==> src/rtl/sr_mem_pkg.sv <==
// ---------------------------------------------------------------------------
// sr_mem_pkg
// Shared definitions for the SR latch array reader:
//   - sr_state_e : reader FSM state encoding
//   - DEF_WORDS / DEF_WIDTH : default array geometry
//   - SETTLE_W   : width of the settle counter (holds 1..15)
//   - sat_inc16  : saturating 16-bit increment used by the statistics counters
// ---------------------------------------------------------------------------
package sr_mem_pkg;

  localparam int DEF_WORDS = 8;
  localparam int DEF_WIDTH = 8;
  localparam int SETTLE_W  = 4;

  typedef enum logic [2:0] {
    ST_IDLE   = 3'd0,
    ST_SETTLE = 3'd1,
    ST_SAMPLE = 3'd2,
    ST_CHECK  = 3'd3,
    ST_RESP   = 3'd4
  } sr_state_e;

  function automatic logic [15:0] sat_inc16(input logic [15:0] v);
    return (v == 16'hFFFF) ? v : v + 16'd1;
  endfunction

endpackage

==> src/rtl/sr_word_mux.sv <==
// ---------------------------------------------------------------------------
// sr_word_mux
// Selects one WIDTH-bit word from the packed Q and NQ buses of the latch
// array and flags every bit whose Q and NQ agree (forbidden latch state).
// Ports:
//   sel_i      word index
//   q_bus_i    packed Q outputs, word n at [n*WIDTH +: WIDTH]
//   nq_bus_i   packed NQ outputs, same packing
//   q_word_o   selected Q word
//   nq_word_o  selected NQ word
//   invalid_o  per-bit flag, 1 where Q == NQ
// ---------------------------------------------------------------------------
module sr_word_mux
  import sr_mem_pkg::*;
#(
  parameter int WORDS = DEF_WORDS,
  parameter int WIDTH = DEF_WIDTH
) (
  input  logic [$clog2(WORDS)-1:0] sel_i,
  input  logic [WORDS*WIDTH-1:0]   q_bus_i,
  input  logic [WORDS*WIDTH-1:0]   nq_bus_i,
  output logic [WIDTH-1:0]         q_word_o,
  output logic [WIDTH-1:0]         nq_word_o,
  output logic [WIDTH-1:0]         invalid_o
);

  logic [WIDTH-1:0] q_words  [WORDS];
  logic [WIDTH-1:0] nq_words [WORDS];

  for (genvar gi = 0; gi < WORDS; gi++) begin : g_unpack
    assign q_words[gi]  = q_bus_i[gi*WIDTH +: WIDTH];
    assign nq_words[gi] = nq_bus_i[gi*WIDTH +: WIDTH];
  end

  assign q_word_o  = q_words[sel_i];
  assign nq_word_o = nq_words[sel_i];

  for (genvar gi = 0; gi < WIDTH; gi++) begin : g_invalid
    assign invalid_o[gi] = ~(q_word_o[gi] ^ nq_word_o[gi]);
  end

endmodule

==> src/rtl/sr_array_reader.sv <==
// ---------------------------------------------------------------------------
// sr_array_reader
// Reads one word from an array of SR latches. After the address is captured
// the reader waits SETTLE_CYCLES, takes two consecutive samples (A, B) of
// the Q/NQ word and responds once they agree. Disagreeing samples trigger a
// re-settle, up to MAX_RETRY times; a forbidden latch state (Q == NQ on any
// bit) or exhausted retries report ERR.
// Ports:
//   CLK, RST       clock, synchronous active-high reset
//   REQ            read request (level, held until ACK)
//   ADDR           word select, captured when a request is accepted
//   Q_BUS, NQ_BUS  packed latch outputs, word n at [n*WIDTH +: WIDTH]
//   ACK            response valid (high in RESP)
//   DATA, ERR      result, held until the next completed read
//   BUSY           high in every state except IDLE
//   RD_COUNT, ERR_COUNT  (only with SR_READER_STATS_EN) saturating counts
//                  of completed reads without / with error
// Optional feature macro: SR_READER_STATS_EN
// ---------------------------------------------------------------------------
module sr_array_reader
  import sr_mem_pkg::*;
#(
  parameter int WORDS         = DEF_WORDS,
  parameter int WIDTH         = DEF_WIDTH,
  parameter int SETTLE_CYCLES = 2,
  parameter int MAX_RETRY     = 3
) (
  input  logic                     CLK,
  input  logic                     RST,
  input  logic                     REQ,
  input  logic [$clog2(WORDS)-1:0] ADDR,
  input  logic [WORDS*WIDTH-1:0]   Q_BUS,
  input  logic [WORDS*WIDTH-1:0]   NQ_BUS,
  output logic                     ACK,
  output logic [WIDTH-1:0]         DATA,
  output logic                     ERR,
  output logic                     BUSY
`ifdef SR_READER_STATS_EN
  ,
  output logic [15:0]              RD_COUNT,
  output logic [15:0]              ERR_COUNT
`endif
);

  localparam int AW = $clog2(WORDS);
  // Retry counter must hold 0..MAX_RETRY; keep at least one bit.
  localparam int RW = (MAX_RETRY < 1) ? 1 : $clog2(MAX_RETRY + 1);
  localparam logic [RW-1:0]       RETRY_MAX = RW'(MAX_RETRY);
  localparam logic [SETTLE_W-1:0] SETTLE_LD = SETTLE_W'(SETTLE_CYCLES);

  sr_state_e           state_q, state_d;
  logic [SETTLE_W-1:0] settle_q, settle_d;
  logic [RW-1:0]       retry_q, retry_d;
  logic [AW-1:0]       addr_q, addr_d;
  logic [WIDTH-1:0]    a_word_q, a_word_d;
  logic [WIDTH-1:0]    a_nword_q, a_nword_d;
  logic [WIDTH-1:0]    data_q, data_d;
  logic                err_q, err_d;
  logic                done_d;

  logic [WIDTH-1:0] word_q, word_nq, word_invalid;

  sr_word_mux #(
    .WORDS (WORDS),
    .WIDTH (WIDTH)
  ) u_mux (
    .sel_i     (addr_q),
    .q_bus_i   (Q_BUS),
    .nq_bus_i  (NQ_BUS),
    .q_word_o  (word_q),
    .nq_word_o (word_nq),
    .invalid_o (word_invalid)
  );

  always_comb begin
    state_d   = state_q;
    settle_d  = settle_q;
    retry_d   = retry_q;
    addr_d    = addr_q;
    a_word_d  = a_word_q;
    a_nword_d = a_nword_q;
    data_d    = data_q;
    err_d     = err_q;
    done_d    = 1'b0;

    unique case (state_q)
      ST_IDLE: begin
        if (REQ) begin
          addr_d   = ADDR;
          settle_d = SETTLE_LD;
          retry_d  = '0;
          state_d  = ST_SETTLE;
        end
      end

      ST_SETTLE: begin
        settle_d = settle_q - 1'b1;
        if (settle_q == SETTLE_W'(1)) begin
          state_d = ST_SAMPLE;
        end
      end

      ST_SAMPLE: begin
        a_word_d  = word_q;
        a_nword_d = word_nq;
        state_d   = ST_CHECK;
      end

      // Sample B is the live mux output in this cycle; only its Q word is
      // kept (as DATA), so it is evaluated here rather than re-registered.
      ST_CHECK: begin
        if (|word_invalid) begin
          data_d  = word_q;
          err_d   = 1'b1;
          done_d  = 1'b1;
          state_d = ST_RESP;
        end else if ((a_word_q == word_q) && (a_nword_q == word_nq)) begin
          data_d  = word_q;
          err_d   = 1'b0;
          done_d  = 1'b1;
          state_d = ST_RESP;
        end else if (retry_q < RETRY_MAX) begin
          retry_d  = retry_q + 1'b1;
          settle_d = SETTLE_LD;
          state_d  = ST_SETTLE;
        end else begin
          data_d  = word_q;
          err_d   = 1'b1;
          done_d  = 1'b1;
          state_d = ST_RESP;
        end
      end

      ST_RESP: begin
        if (!REQ) begin
          state_d = ST_IDLE;
        end
      end

      default: begin
        state_d = ST_IDLE;
      end
    endcase
  end

  always_ff @(posedge CLK) begin
    if (RST) begin
      state_q   <= ST_IDLE;
      settle_q  <= '0;
      retry_q   <= '0;
      addr_q    <= '0;
      a_word_q  <= '0;
      a_nword_q <= '0;
      data_q    <= '0;
      err_q     <= 1'b0;
    end else begin
      state_q   <= state_d;
      settle_q  <= settle_d;
      retry_q   <= retry_d;
      addr_q    <= addr_d;
      a_word_q  <= a_word_d;
      a_nword_q <= a_nword_d;
      data_q    <= data_d;
      err_q     <= err_d;
    end
  end

  assign ACK  = (state_q == ST_RESP);
  assign BUSY = (state_q != ST_IDLE);
  assign DATA = data_q;
  assign ERR  = err_q;

`ifdef SR_READER_STATS_EN
  logic [15:0] rd_cnt_q, rd_cnt_d;
  logic [15:0] err_cnt_q, err_cnt_d;

  always_comb begin
    rd_cnt_d  = rd_cnt_q;
    err_cnt_d = err_cnt_q;
    if (done_d) begin
      if (err_d) begin
        err_cnt_d = sat_inc16(err_cnt_q);
      end else begin
        rd_cnt_d = sat_inc16(rd_cnt_q);
      end
    end
  end

  always_ff @(posedge CLK) begin
    if (RST) begin
      rd_cnt_q  <= '0;
      err_cnt_q <= '0;
    end else begin
      rd_cnt_q  <= rd_cnt_d;
      err_cnt_q <= err_cnt_d;
    end
  end

  assign RD_COUNT  = rd_cnt_q;
  assign ERR_COUNT = err_cnt_q;
`else
  // Completion pulse only feeds the statistics counters.
  logic unused_done;
  assign unused_done = done_d;
`endif

endmodule

==> config.mk <==
export PLATFORM = sky130hd
export DESIGN_NAME = sr_array_reader
export DESIGN_NICKNAME = d
export VERILOG_FILES = /design/src/rtl/sr_mem_pkg.sv /design/src/rtl/sr_word_mux.sv /design/src/rtl/sr_array_reader.sv
export SDC_FILE = /design/constraint.sdc
export NUM_CORES = 1
export LEC_CHECK = 0
export CAP_MARGIN = 25
export CORE_MARGIN = 2
export CORE_UTILIZATION = 42
export CTS_BUF_LIST = sky130_fd_sc_hd__clkbuf_8
export CTS_CLUSTER_DIAMETER = 150
export CTS_CLUSTER_SIZE = 8
export DETAILED_ROUTE_END_ITERATION = 10
export HOLD_SLACK_MARGIN = 0.02
export PLACE_DENSITY = 0.87
export SLEW_MARGIN = 20
export SYNTH_ARGS = -nofsm -noshare
export SYNTH_HDL_FRONTEND = slang
export SYNTH_SLANG_ARGS = --single-unit
==> constraint.sdc <==
create_clock -name CLK -period 3.7 [get_ports CLK]
set_input_delay 0.925 -clock CLK [delete_from_list [all_inputs] [get_ports CLK]]
set_output_delay 0.925 -clock CLK [all_outputs]
set_load 0.01 [all_outputs]
==> results_tabular.tex <==
\begin{tabular}{lr}
\hline
Metric & Value \\
\hline
\multicolumn{2}{l}{\textbf{Logic synthesis}} \\
Post-synthesis async set-or-reset flop share & 0\% \\
Area of the mapped netlist & 2950 sq um \\
Library cell with the largest summed area after synthesis & sky130\_fd\_sc\_hd\_\_dfxtp\_1 \\
Syn avg cell area & 9.63 sq um \\
Yosys reg bits & 37 \\
Dominant cells by area after synthesis & sky130\_fd\_sc\_hd\_\_dfxtp\_1 25\%, sky130\_fd\_sc\_hd\_\_mux4\_2 14\%, sky130\_fd\_sc\_hd\_\_mux2i\_1 13\% \\
Cells after synthesis & 306 \\
Synth Warn \# & 0 \\
Share of the synthesized area in the top cell type & 25.1\% \\
Post-synth EDFFs & 0 \\
Synth cell types & 47 \\
Predominant post-synthesis flop cell & sky130\_fd\_sc\_hd\_\_dfxtp\_1 \\
Sequential fraction of the synthesis area & 25.1\% \\
Synthesized net count & 443 \\
\multicolumn{2}{l}{\textbf{Clocking}} \\
Skew-Pair Late Insertion Delay & 0.30 ns \\
Clock Tree Buf Depth & 2 \\
\# Post-CTS Setup Buffers & 0 \\
Root Buffer & sky130\_fd\_sc\_hd\_\_clkbuf\_8 \\
Hold-fix buffers at CTS & 0 \\
H-tree depth & 2 \\
Post-CTS sizing & 0 \\
Clock sink count & 37 \\
Clock transition at the registers of the reported paths & 0.07 ns \\
TritonCTS buffer count & 5 \\
Clock tree from TritonCTS & done \\
\multicolumn{2}{l}{\textbf{Detailed routing}} \\
Total wire length & 9360 um \\
Iteration-0 DRC count of the detailed router & 185 \\
DRC & 0 \\
First-pass iteration count of the detailed router & 5 \\
Average wire per cell in the routed design & 17.0 um \\
Number of routed nets with antenna violations & 0 \\
Vias per std cell & 5.62 \\
Vias & 3,099 \\
\multicolumn{2}{l}{\textbf{Worst setup path}} \\
Category of the most critical setup path & input pin to flip-flop \\
Kind of end point of the critical path & flip-flop \\
Required @ worst endpoint & 3.92 ns \\
Kind of launch point of the worst setup path & input pin \\
Biggest fanout along the worst timing path & 20 \\
Critical path data arrival time & 3.78 ns \\
\multicolumn{2}{l}{\textbf{Final layout}} \\
Commonest cells after routing, fill and taps aside & 144 x sky130\_fd\_sc\_hd\_\_clkdlybuf4s50\_1, 37 x sky130\_fd\_sc\_hd\_\_mux2i\_1, 36 x sky130\_fd\_sc\_hd\_\_dfxtp\_1 \\
Share of post-route cells with drive strength above 1 & 13.6\% \\
Total Nets Final & 591 \\
Most frequent standard cell in the layout excluding fill and tap cells & sky130\_fd\_sc\_hd\_\_clkdlybuf4s50\_1 \\
Growth of design area from synthesis to finish & 58.2\% \\
Count of inserted antenna diode cells & 0 \\
Filler cells & 514 \\
Non-filler instance count after layout & 551 \\
\multicolumn{2}{l}{\textbf{Placement}} \\
Number of cells after detailed placement & 543 \\
Count of port buffers added during placement & 144 \\
Routability cong. & 0.845 \\
Setup slack at placement & -0.138 ns \\
Final HPWL from detailed placement & 7690 um \\
\multicolumn{2}{l}{\textbf{Power}} \\
Power per cell area & 275 nW/um\^{}2 \\
Reported leakage power & 0.00162 uW \\
Max VDD drop & 0.000154 V \\
Final Power & 1280 uW \\
\multicolumn{2}{l}{\textbf{Die}} \\
Height of the die & 87.7 um \\
Core area & 6790 sq um \\
I/O Pins & 145 \\
Overall die area & 7700 sq um \\
Die width & 87.7 um \\
Effective utilization at floorplan & 43.4\% \\
Number of standard-cell rows in the floorplan & 30 \\
\multicolumn{2}{l}{\textbf{Timing}} \\
Final hold violations & 0 \\
Slack of the critical path & 0.144 ns \\
Setup Total Neg Slack & 0 ns \\
Crit share post-route & 96.1\% \\
Max-slew violation count & 0 \\
Setup repair after global routing missed its margin & no \\
Total setup violations reported at the end of the flow & 0 \\
Maximum achievable frequency & 0.281 GHz \\
Worst clock skew & 0.00917 ns \\
Worst-Margin Slew & 0.626 ns \\
Relative max-transition margin & 58.1\% \\
Time the final worst path needs with I/O delays and setup & 3.56 ns \\
\multicolumn{2}{l}{\textbf{Global route}} \\
Number of global-route vias before repair & 3,174 \\
Met2 global-route usage & 47.4\% \\
Global routing met1 resource utilization & 27.9\% \\
Wire length of the first global-routing pass & 14,800 um \\
Largest net degree at the start of global routing & 36 \\
Total gr overflow & 0 \\
Met3 track utilization from global routing & 4.62\% \\
GR Util All Layers & 24.9\% \\
Top Usage Layer GRT & met2 \\
Initial antenna violation count & 0 \\
\multicolumn{2}{l}{\textbf{Run status}} \\
Outcome & finished clean \\
\multicolumn{2}{l}{\textbf{Flow run}} \\
Number of maximum-capacitance constraint violations & 0 \\
\multicolumn{2}{l}{\textbf{Min path}} \\
Type of the most critical hold path & flip-flop to flip-flop \\
\hline
\end{tabular}
-- final timing paths --
kind | depth (start not counted) | endpoint | slack, ns | start
hold / removal | 2 | ERR | 0.50 | ERR
setup reg to reg | 10 | settle_q[0] | 0.35 | addr_q[0]
hold reg to reg | 2 | ERR | 0.50 | ERR
setup / recovery | 10 | retry_q[1] | 0.14 | Q_BUS[46]
-- kinds of logic after synthesis --
| kind of cell | share of synthesized area (%) |
|---|---|
| flops | 25.1 |
| compound gates | 19.5 |
| buf+inv | 5.01 |
| fa+ha+maj | 1.27 |
| mux | 31.9 |
| xor+xnor | 3.27 |
| simple gates | 13.8 |
-- registers in the layout, indices dropped and copies added (netlist names) --
| signal | flops |
|---|---|
| settle_q | 4 |
| a_nword_q | 8 |
| a_word_q | 8 |
| retry_q | 2 |
| ERR | 1 |
| addr_q | 3 |
| state_q | 3 |
| DATA | 8 |
-- cell usage after synthesis (all sizes together), types with 2 or more instances --
cell	number
mux2i	45
dfxtp	37
nor2	31
mux4	18
a21oi	17
nand2	14
a211oi	13
clkbuf	12
a311oi	11
nor3	11
buf	10
a22o	8
xor2	8
inv	7
a22oi	6
o21ai	6
or3	6
a31oi	4
and3	4
o21a	4
ha	3
nand3	3
nand4	3
o211ai	3
xnor2	3
a211o	2
and2	2
nor2b	2
or2	2
or4	2
-- per-layer routing --
metal  wire length, um  share of wire (%)
met5                 0                  0
met4               174                1.9
met3               536                5.7
met2              5150                 55
met1              3500                 37
-- stage by stage --
| stage | utilization, % | hold WS [ns] | instance area [sq um] |
|---|---|---|---|
| after CTS | 68.6 | 0.511 | 4660 |
| after global placement | 67.1 | 0.482 | 4560 |
| after detailed placement | 67.1 | 0.497 | 4560 |
| final | 68.6 | 0.504 | 4660 |
| after floorplan | - | 0.463 | 2950 |
| after global routing | 68.6 | 0.539 | 4660 |
-- worst max-delay path, stage by stage --
cell and delay, ns:
sky130_fd_sc_hd__clkdlybuf4s50_1 0.42, sky130_fd_sc_hd__mux4_2 0.51, sky130_fd_sc_hd__mux2i_4 0.23, sky130_fd_sc_hd__nor3_1 0.09, sky130_fd_sc_hd__nor4b_1 0.47, sky130_fd_sc_hd__and4_1 0.35
sky130_fd_sc_hd__o211ai_2 0.13, sky130_fd_sc_hd__buf_12 0.17, sky130_fd_sc_hd__or3_1 0.32, sky130_fd_sc_hd__a21oi_1 0.15
-- power breakdown --
group	internal [uW]	switching [uW]	leakage, uW	total [uW]
Clock	168	146	0.0000542	315
Combinational	308	216	0.00127	524
Sequential	417	23.9	0.000301	441
Total	894	386	0.00162	1280
-- cell type report --
cell class	count	area [sq um]	share of cell area [%]
sequential	37	742	15.9
clock buffer	7	96.3	2.07
inverter	7	26.3	0.564
multi-input combinational	240	2060	44.2
tap	96	120	2.58
clock inverter	1	5.00	0.107
timing repair buffer	163	1610	34.5
Power figures use the tool's default switching activity.
